**config.mk**
```make
export PLATFORM = sky130hd
export DESIGN_NAME = silu_out_packer
export DESIGN_NICKNAME = d
export VERILOG_FILES = /design/src/rtl/silu_out_packer.sv
export SDC_FILE = /design/constraint.sdc
export NUM_CORES = 1
export LEC_CHECK = 0
export BUFFER_PORTS_ARGS = -buffer_cell sky130_fd_sc_hd__buf_2
export CAP_MARGIN = 20
export CORE_MARGIN = 2
export CORE_UTILIZATION = 47
export DETAILED_ROUTE_END_ITERATION = 8
export HOLD_SLACK_MARGIN = 0.1
export PLACE_DENSITY = 0.62
export SYNTH_ARGS = -nofsm -noshare
export SYNTH_HDL_FRONTEND = slang
export SYNTH_SLANG_ARGS = --single-unit
```
**constraint.sdc**
```tcl
create_clock -name clk -period 5.9 [get_ports clk]
set_input_delay 0.295 -clock clk [delete_from_list [all_inputs] [get_ports clk]]
set_output_delay 0.295 -clock clk [all_outputs]
set_load 0.02 [all_outputs]
```
**src/rtl/silu_out_packer.sv**
```systemverilog
// Packs pairs of bf16 silu results into 32-bit little-endian words and streams them
// out through a first-word-fall-through FIFO with a frame-end marker.
module silu_out_packer #(
    parameter int FRAME_LEN  = 49152,
    parameter int FIFO_DEPTH = 16,
    parameter int CNT_W      = 16
) (
    input  logic                          clk,
    input  logic                          rst,
    input  logic                          in_tvalid,
    input  logic [31:0]                   in_tdata,
    output logic                          m_tvalid,
    output logic [31:0]                   m_tdata,
    input  logic                          m_tready,
    output logic                          m_tlast,
    output logic [$clog2(FIFO_DEPTH):0]   fifo_level,
    output logic                          overflow,
    output logic                          frame_done
);

    localparam int AW = $clog2(FIFO_DEPTH);
    localparam int LW = AW + 1;
    localparam logic [CNT_W-1:0] LAST_IDX = CNT_W'(FRAME_LEN - 1);
    localparam logic [LW-1:0]    FULL_LVL = LW'(FIFO_DEPTH);

    logic [32:0]      mem_q [FIFO_DEPTH];
    logic [AW-1:0]    wr_ptr_q, wr_ptr_d, rd_ptr_q, rd_ptr_d;
    logic [LW-1:0]    level_q, level_d;
    logic [CNT_W-1:0] elem_cnt_q, elem_cnt_d;
    logic [15:0]      half_q, half_d;
    logic             half_valid_q, half_valid_d;
    logic             overflow_q, overflow_d;
    logic             frame_done_q, frame_done_d;

    logic [15:0] elem;
    logic [32:0] head;
    logic [32:0] push_entry;
    logic        is_last, push, pop, full, push_ok;
    logic        unused_low;

    assign unused_low = ^in_tdata[15:0];
    assign elem       = in_tdata[31:16];
    assign is_last    = (elem_cnt_q == LAST_IDX);
    assign head       = mem_q[rd_ptr_q];
    assign full       = (level_q == FULL_LVL);
    assign push       = in_tvalid && (is_last || half_valid_q);
    assign pop        = m_tvalid && m_tready;
    // A full FIFO still takes the word when the head leaves on the same edge.
    assign push_ok    = push && (!full || pop);
    assign push_entry = half_valid_q ? {is_last, elem, half_q} : {is_last, 16'h0000, elem};

    // Outputs are gated by occupancy so reset zeroes them even though the RAM is not cleared.
    assign m_tvalid   = (level_q != '0);
    assign m_tdata    = m_tvalid ? head[31:0] : 32'h0;
    assign m_tlast    = m_tvalid && head[32];
    assign fifo_level = level_q;
    assign overflow   = overflow_q;
    assign frame_done = frame_done_q;

    always_comb begin
        elem_cnt_d   = elem_cnt_q;
        half_d       = half_q;
        half_valid_d = half_valid_q;
        wr_ptr_d     = wr_ptr_q;
        rd_ptr_d     = rd_ptr_q;
        level_d      = level_q;
        overflow_d   = overflow_q | (push && !push_ok);
        frame_done_d = pop && head[32];

        if (in_tvalid) begin
            elem_cnt_d = is_last ? '0 : elem_cnt_q + 1'b1;
            if (!is_last && !half_valid_q) begin
                half_d       = elem;
                half_valid_d = 1'b1;
            end else begin
                half_valid_d = 1'b0;
            end
        end

        if (push_ok) wr_ptr_d = wr_ptr_q + 1'b1;
        if (pop)     rd_ptr_d = rd_ptr_q + 1'b1;

        case ({push_ok, pop})
            2'b10:   level_d = level_q + 1'b1;
            2'b01:   level_d = level_q - 1'b1;
            default: level_d = level_q;
        endcase
    end

    always_ff @(posedge clk or posedge rst) begin
        if (rst) begin
            elem_cnt_q   <= '0;
            half_q       <= '0;
            half_valid_q <= 1'b0;
            wr_ptr_q     <= '0;
            rd_ptr_q     <= '0;
            level_q      <= '0;
            overflow_q   <= 1'b0;
            frame_done_q <= 1'b0;
        end else begin
            elem_cnt_q   <= elem_cnt_d;
            half_q       <= half_d;
            half_valid_q <= half_valid_d;
            wr_ptr_q     <= wr_ptr_d;
            rd_ptr_q     <= rd_ptr_d;
            level_q      <= level_d;
            overflow_q   <= overflow_d;
            frame_done_q <= frame_done_d;
        end
    end

    always_ff @(posedge clk) begin
        if (push_ok) mem_q[wr_ptr_q] <= push_entry;
    end

endmodule
```
==> results of run 1 <==
## area by class of cell
type,count,area share (%)
Sequential cell,576,65.7
Clock inverter,32,1.13
Clock buffer,75,5.99
Tap cell,615,2.96
Multi-Input combinational cell,384,20.9
Timing Repair Buffer,108,3.09
Inverter,10,0.145
## per-layer routing
metal / GRT usage (%) / share of wire, % / vias to the layer above
met3: 3.28 / 4.8 / 68
met5: 0 / 0 / -
li1: - / - / 4460
met2: 32.7 / 49 / 266
met1: 29.4 / 44 / 5664
met4: 6.13 / 2.3 / 0
## state kept, by name (all words and copies together) (netlist names)
register      cells
rd_ptr_q          4
frame_done        1
wr_ptr_q          4
half_q           16
elem_cnt_q       16
overflow          1
fifo_level        5
half_valid_q      1
mem_q           528
## stage by stage
stage / hold slack [ns] / power, uW / worst slack [ns] / utilization [%] / cell area, um^2
floorplan: 0.424 / 7650 / 1.58 / - / 22700
global placement: 0.467 / 8660 / 2.16 / 50.0 / 23800
detailed placement: 0.462 / 8710 / 2.14 / 50.2 / 23900
CTS: 0.438 / 12300 / 1.99 / 54.5 / 25900
global route: 0.489 / 12700 / 1.90 / 54.5 / 26000
finish: 0.435 / 12100 / 2.08 / 54.5 / 26000
## cell families after synthesis
logic type	Yosys count	share of synthesized area, %
compound gates	19	0.619
xor+xnor	23	0.889
fa+ha+maj	8	0.442
buf+inv	61	1.23
flops	576	75.3
mux	200	18.1
simple gates	134	3.45
## worst max-delay path, cell delays in order, from the launching register on
cell and delay, ns:
dfrtp_4 1.16, buf_12 0.45, mux4_2 0.37, mux4_2 0.53
and2_1 0.18, buf_2 0.16
## power groups by stage
stage	Sequential, uW	Combinational [uW]	Clock, uW
6_report	5270	3280	3580
5_1_grt	5320	3530	3810
4_1_cts	5280	3360	3660
3_5_place_dp	5360	3340	0
3_3_place_gp	5350	3310	0
2_1_floorplan	5040	2620	0
## cell usage in the layout, fill, tap and decap left out, drive strengths merged, types with 2 or more instances in the layout
cell type,netlist,layout
o211ai,2,2
bufinv,0,5
inv,10,11
o21ai,7,7
clkbuf,20,75
nand2b,2,2
xor2,10,10
and2,51,51
ha,8,8
clkinv,0,25
nand4,8,8
nor2,23,23
dlygate4sd3,0,19
a21oi,2,2
edfxtp,528,528
or2,3,3
buf,31,89
nor4,4,4
mux2i,2,2
mux2,34,34
mux4,164,164
dfrtp,48,48
nor3,6,6
xnor2,13,13
nand3,6,6
nand2,20,20
or4,3,3
or3,5,5
## worst paths after layout
path | start | endpoint | slack, ns | depth (start not counted)
worst min register to register | overflow | overflow | 0.48 | 1
worst min-delay path | rst | half_q[0] | 0.44 | 4
worst max-delay path | rd_ptr_q[1] | m_tdata[31] | 2.08 | 5
max in group asynchronous | rst | rd_ptr_q[1] | 4.91 | 4
worst max register to register | elem_cnt_q[0] | mem_q[7][18] | 2.15 | 7
min in group clk | overflow | overflow | 0.48 | 1
## repair_timing
action | CTS | global route
buffers inserted | 0 | 0
gates resized for setup | 0 | 0
hold endpoints to repair | 70 | 0
hold buffers | 19 | 0
==> flow_summary.ini, run 1 <==
[floorplan]
rows = 80
ioPinCount = 77
die_y_um = 224
initial_core_util_pct = 47.5
coreArea_um2 = 47600
die_w_um = 224
dieArea_um2 = 50000

[logic_synthesis]
synth_edf_count = 528
ys_top_cells_by_count = edfxtp_1 (528), mux4_2 (164), and2_1 (51)
yosysMostFrequentCell = edfxtp_1
async_flop_share_pct = 8.33
synth-seq-cells = 576
synth-seq-area-share_pct = 75.3
ys_warn_count = 0
synth_area_leaders = edfxtp_1 (70%), mux4_2 (16%), dfrtp_1 (5.3%)
synth_area_um2 = 22700
ys_types = 47
syn_inst = 1021
syn_avg_cell_area_um2 = 22.2
yosysTopAreaCellShare_pct = 70.0
synth_ff_type = edfxtp_1
syn_nets = 1065
netlist.top_cell.by_area = edfxtp_1

[clock_tree]
htree_levels = 2
cts_tree = done
cts_buffers = 58
clk_pin_slew_ns = 0.06
root_buffer = clkbuf_16
cts_buffer_depth = 3
clkLatencyLatePin_ns = 0.62
clock-sinks = 576

[placed_design]
place_congestion = 0.718
dp_hpwl_um = 26900
portBuffers = 60
post-place-cells = 1673

[global_route]
grt_use_total_pct = 20.5
grt_pass1_vias = 11000
grt_max_degree = 71
antenna_found_initial = 1
grt_pass1_wl_um = 73400
gr-total-overflow = 0

[sta]
period_needed_ns = 3.82
fin_crit_sh_pct = 64.8
drv_slew = 0
timing_worst_slew_pin_value_ns = 1.13
fin_skew_ns = 0.0166
clock.fmax_mhz = 262
setup_viol = 0
finalHoldViolCount = 0
slew_headroom_pct = 24.4
rsz0062_at_grt = false
setup-tns-final_ns = 0

[layout]
layout.cells.non_filler = 1800
multi_input_comb_area_um2 = 5440
syn_to_final_growth_pct = 14.6
drive_gt1_share_pct = 33.8
final_nets = 1182
filler_cell_count = 3649
n_antenna_cell = 0
ff_latch_area_um2 = 17100

[pwr]
leakage_uw = 0.00850
clockPowerShare_pct = 29.5
p_seq_share_pct = 43.4
p_int_uw = 8560
pwr-share-comb_pct = 27.1
p_switching_uw = 3570
switching_share_pct = 29.4
power_density_nw_per_um2 = 467
peakVddDrop_v = 0.000330

[detailed_routing]
drt_iter0_markers = 960
wirelength_um = 49400
vias = 10500
wl_per_cell_um = 27.4
ant_nets = 0
drtPass1Iterations = 5
drc = 0
via_per_inst = 5.81

[worst_setup_path]
cp-start-kind = flip-flop
cp_data_arrival_time_ns = 3.53
cp-end-kind = output port
path_max_fanout = 70
cp_data_required_time_ns = 5.61
critPathKind = reg -> out

[flow_run]
cap_violations = 0

[run_status]
status = finished clean

[hold_path]
hold_class = in -> async
(Power assumes the default switching activity.)
==> inputs of run 2 (changes only) <==
--- a/config.mk
+++ b/config.mk
@@ -11,7 +11,7 @@
 export CORE_UTILIZATION = 47
 export DETAILED_ROUTE_END_ITERATION = 8
 export HOLD_SLACK_MARGIN = 0.1
-export PLACE_DENSITY = 0.62
+export PLACE_DENSITY = 0.65
 export SYNTH_ARGS = -nofsm -noshare
 export SYNTH_HDL_FRONTEND = slang
 export SYNTH_SLANG_ARGS = --single-unit
==> constraint.sdc (replaced) <==
create_clock -name clk -period 3.4 [get_ports clk]
set_input_delay 0.17 -clock clk [delete_from_list [all_inputs] [get_ports clk]]
set_output_delay 0.17 -clock clk [all_outputs]
set_load 0.02 [all_outputs]
==> flow_summary.ini, run 2 (same netlist as run 1, synthesis figures left out) <==
[run_status]
status = finished clean

[layout]
n_antenna_cell = 0
layout_commonest_cell = edfxtp_1
final_nets = 1214
syn_to_final_growth_pct = 17.0
filler_cell_count = 3582
top_register = mem_q
final_cell_mix = edfxtp_1 (528), mux4_2 (164), buf_2 (60)
layout.cells.non_filler = 1832
top_regs = mem_q (528), elem_cnt_q (16), half_q (16)
ff_latch_area_um2 = 17100
multi_input_comb_area_um2 = 5460
post-route-util_pct = 55.6
largest_reg_flops = 528
drive_gt1_share_pct = 37.1

[global_route]
grt_pass1_vias = 11000
antenna_found_initial = 2
grt_max_degree = 36
grt_use_total_pct = 20.2
grt_pass1_wl_um = 72600
gr-total-overflow = 0

[worst_setup_path]
crit_family = multiplexers
path_common_cell = mux4_2
cp-start-kind = flip-flop
path_max_fanout = 31
r2r_slack_ns = 0.51
cp_num_buf_inv = 2
cp-end-kind = output port
slowest_stage = dfrtp_4
r2r_cells = 7
timing.rr.start = elem_cnt_q[0]
cp_data_required_time_ns = 3.23
r2r_end = mem_q[6][27]
cp_cell_sequence = buf_12 -> mux4_2 -> mux4_2 -> and2_1 -> buf_2
critPathKind = reg -> out
cp_data_arrival_time_ns = 2.97
crit_path_max_incr_delay_ns = 0.79

[detailed_routing]
met3_length_um = 2930
via_per_inst = 5.84
vias = 10700
drc = 0
wl_per_cell_um = 26.8
wirelength_um = 49100
wl_met2_um = 24800
highest_layer = met4
route.layer.met1.wl_um = 20200
drtPass1Iterations = 5
ant_nets = 0
drt_iter0_markers = 1038

[placed_design]
post-place-cells = 1698
dp_hpwl_um = 27400
portBuffers = 60
place_congestion = 0.716

[clock_tree]
clk_pin_slew_ns = 0.06
cts_buffers = 56
cts_tree = done
clock-sinks = 576
clkLatencyLatePin_ns = 0.61
cts_buffer_depth = 3
htree_levels = 2
root_buffer = clkbuf_16

[floorplan]
initial_core_util_pct = 47.5
dieArea_um2 = 50000
die_y_um = 224
coreArea_um2 = 47600
ioPinCount = 77
die_w_um = 224
rows = 80

[sta]
clock.fmax_mhz = 318
fin_skew_ns = 0.0124
fin_crit_sh_pct = 92.5
slew_headroom_pct = 32.4
drv_slew = 0
rsz0062_at_grt = false
period_needed_ns = 3.14
timing_worst_slew_pin_value_ns = 1.01
finalHoldViolCount = 0
setup_viol = 0

[pwr]
leakage_uw = 0.00877
p_switching_uw = 6320
p_seq_share_pct = 40.8
clockPowerShare_pct = 30.1
p_int_uw = 15500
peakVddDrop_v = 0.000472
power_density_nw_per_um2 = 822
switching_share_pct = 29.0
pwr-share-comb_pct = 29.0

[flow_run]
cap_violations = 0

[hold_path]
hold_class = in -> async
run 2: cell type report:
class / instances / share of cell area [%]
well taps: 615 / 2.90
multi-input cells: 384 / 20.6
inverters: 10 / 0.142
repair buffers: 142 / 4.53
clock inverters: 42 / 1.94
clock buffers: 63 / 5.47
flip-flops and latches: 576 / 64.4
run 2: routing by layer:
metal  vias to the layer above  GRT usage, %
li1                       4536             -
met1                      5752          27.5
met2                       327          33.6
met3                        78          3.80
met4                         0          5.72
met5                         -             0
run 2: power groups by stage:
| stage | sequential [uW] | combinational, uW | clock, uW |
|---|---|---|---|
| 3_3_place_gp | 9070 | 6210 | 0 |
| 2_1_floorplan | 8740 | 4550 | 0 |
| 3_5_place_dp | 9090 | 6270 | 0 |
| 4_1_cts | 8950 | 6300 | 6660 |
| 6_report | 8900 | 6320 | 6560 |
| 5_1_grt | 8940 | 6780 | 6930 |
run 2: timing repair:
action                     4_1_cts  5_1_grt
setup endpoints to repair        0        1
hold buffers                    19        0
setup buffers                    0       10
hold endpoints to repair        57        0
gates resized for setup          0        0
run 2: worst max-delay path by stage:
stage	start	end	slack (ns)	cells after the start
4_1_cts	rd_ptr_q[0]	m_tdata[7]	0.06	5
3_3_place_gp	elem_cnt_q[0]	mem_q[15][8]	0.56	7
2_1_floorplan	elem_cnt_q[0]	mem_q[15][0]	-0.04	7
5_1_grt	rd_ptr_q[1]	m_tdata[2]	0.17	5
3_5_place_dp	elem_cnt_q[0]	mem_q[15][8]	0.54	7
6_report	rd_ptr_q[1]	m_tdata[31]	0.26	5
run 2: worst min-delay path: cells and delay by family:
kind	cells	cell delay, ns
buffers and inverters	3	1.19
run 2: per-stage QoR:
step | area (um^2) | worst slack, ns | power (uW) | TNS (ns) | hold slack, ns
floorplan | 22700 | -0.0362 | 13300 | -3.70 | 0.299
global placement | 24300 | 0.564 | 15300 | 0 | 0.353
detailed placement | 24300 | 0.537 | 15400 | 0 | 0.349
CTS | 26400 | 0.0629 | 21900 | 0 | 0.243
global route | 26500 | 0.167 | 22600 | 0 | 0.303
finish | 26500 | 0.256 | 21800 | 0 | 0.251
==> inputs of run 3 (changes only) <==
--- a/config.mk
+++ b/config.mk
@@ -7,11 +7,12 @@
 export LEC_CHECK = 0
 export BUFFER_PORTS_ARGS = -buffer_cell sky130_fd_sc_hd__buf_2
 export CAP_MARGIN = 20
-export CORE_MARGIN = 2
+export CORE_MARGIN = 4
 export CORE_UTILIZATION = 47
 export DETAILED_ROUTE_END_ITERATION = 8
 export HOLD_SLACK_MARGIN = 0.1
 export PLACE_DENSITY = 0.65
+export SLEW_MARGIN = 40
 export SYNTH_ARGS = -nofsm -noshare
 export SYNTH_HDL_FRONTEND = slang
 export SYNTH_SLANG_ARGS = --single-unit
==> constraint.sdc (replaced) <==
create_clock -name clk -period 2.73 [get_ports clk]
set_input_delay 0.1365 -clock clk [delete_from_list [all_inputs] [get_ports clk]]
set_output_delay 0.1365 -clock clk [all_outputs]
set_load 0.02 [all_outputs]
==> flow_summary.ini, run 3 (same netlist as run 1, synthesis figures left out) <==
[run_status]
status = finished with violations
violations = setup timing

[floorplan]
coreArea_um2 = 47600
rows = 80
die_w_um = 228
dieArea_um2 = 51800
die_y_um = 228
initial_core_util_pct = 47.5
ioPinCount = 77

[placed_design]
dp_hpwl_um = 28400
place_congestion = 0.762
portBuffers = 60
post-place-cells = 1720

[sta]
rsz0062_at_grt = true
drv_slew = 0
slew_headroom_pct = 56.6
setup_viol = 33
setup-tns-final_ns = -6.91
timing_worst_slew_pin_value_ns = 0.651
worst_slack_ns = -0.269
period_needed_ns = 3.00
clock.fmax_mhz = 333
finalHoldViolCount = 0
fin_skew_ns = 0.0187
fin_crit_sh_pct = 110

[worst_setup_path]
r2r_slack_ns = 0.04
timing.rr.start = fifo_level[3]
cp_data_required_time_ns = 2.59
cp-end-kind = output port
cp_data_arrival_time_ns = 2.86
cp-start-kind = flip-flop
r2r_end = fifo_level[3]
r2r_cells = 10
path_max_fanout = 5
critPathKind = reg -> out

[detailed_routing]
drc = 0
ant_nets = 0
wirelength_um = 50400
via_per_inst = 5.77
vias = 10900
wl_per_cell_um = 26.8
drtPass1Iterations = 5
drt_iter0_markers = 1021

[layout]
layout.cells.non_filler = 1882
syn_to_final_growth_pct = 22.7
top_register = mem_q
drive_gt1_share_pct = 42.5
n_antenna_cell = 0
post-route-util_pct = 58.3
largest_reg_flops = 528
layout_commonest_cell = edfxtp_1
final_cell_mix = edfxtp_1 (528), mux4_2 (164), clkbuf_16 (62)
top_regs = mem_q (528), elem_cnt_q (16), half_q (16)
final_nets = 1262

[pwr]
peakVddDrop_v = 0.000720
power_density_nw_per_um2 = 1060
leakage_uw = 0.00936

[global_route]
grt_max_degree = 45
grt_pass1_vias = 11300
gr-total-overflow = 0
grt_pass1_wl_um = 74700
grt_use_total_pct = 19.9
antenna_found_initial = 0

[clock_tree]
clkLatencyLatePin_ns = 0.62
root_buffer = clkbuf_16
cts_buffer_depth = 3
clock-sinks = 576
clk_pin_slew_ns = 0.06
htree_levels = 2
cts_tree = done
cts_buffers = 57

[flow_run]
cap_violations = 0

[hold_path]
hold_class = in -> async
[run 3: cell types whose count changed in the layout (fill, tap and decap cells not counted), sizes merged]
cell	delta
buf	+43
bufinv	-2
clkbuf	+6
clkinv	+3
[run 3: what timing repair did]
action | in CTS | in global routing
pin swaps | 1 | 14
hold endpoints to repair | 77 | 0
endpoints found under the setup margin | 34 | 130
gates cloned | 10 | 4
hold buffers | 19 | 0
resized for setup | 86 | 58
buffers inserted | 11 | 10
[run 3: critical path, stage by stage, from the launching register on]
cell	delay, ns
dfrtp_4	0.50
buf_12	0.16
clkbuf_16	0.18
buf_12	0.14
mux4_2	0.43
mux4_2	0.53
and2_4	0.17
buf_6	0.12
[run 3: metal layers]
layer,GRT usage (%),vias to the layer above,routed length [um]
met5,0,-,0
met3,4.32,62,3300
li1,-,4655,-
met1,29.2,5833,21600
met2,31.3,312,24700
met4,4.20,0,807
[run 3: report_power, final]
| group | internal [uW] | switching (uW) | total, uW |
|---|---|---|---|
| sequential | 10500 | 393 | 10900 |
| clock | 4830 | 3340 | 8170 |
| combinational | 5860 | 4710 | 10600 |
[run 3: how the worst max path moves through the flow]
stage / start / to / slack (ns) / depth (start not counted)
2_1_floorplan: elem_cnt_q[0] / mem_q[12][0] / -0.11 / 7
3_3_place_gp: fifo_level[3] / fifo_level[4] / 0.06 / 10
3_5_place_dp: elem_cnt_q[1] / mem_q[8][1] / 0.04 / 8
4_1_cts: rd_ptr_q[0] / m_tdata[4] / -0.34 / 7
5_1_grt: rd_ptr_q[0] / m_tdata[11] / -0.34 / 7
6_report: rd_ptr_q[0] / m_tdata[31] / -0.27 / 7
[run 3: final cells by class]
| cell class | instances | area, um^2 |
|---|---|---|
| fill | 3411 | 19800 |
| sequential | 576 | 17100 |
| multi-input combinational | 384 | 5590 |
| timing repair buffer | 189 | 2340 |
| clock buffer | 65 | 1510 |
| tap | 615 | 769 |
| clock inverter | 43 | 479 |
| inverter | 10 | 40.0 |
[run 3: stage by stage]
stage | worst slack, ns | power (uW) | cell area (um^2) | hold WS, ns
floorplan | -0.110 | 16600 | 22700 | 0.265
global placement | 0.0571 | 19200 | 24600 | 0.361
detailed placement | 0.0386 | 19300 | 24600 | 0.218
CTS | -0.340 | 29100 | 27400 | 0.107
global route | -0.340 | 30900 | 27800 | 0.154
finish | -0.269 | 29600 | 27800 | 0.0976
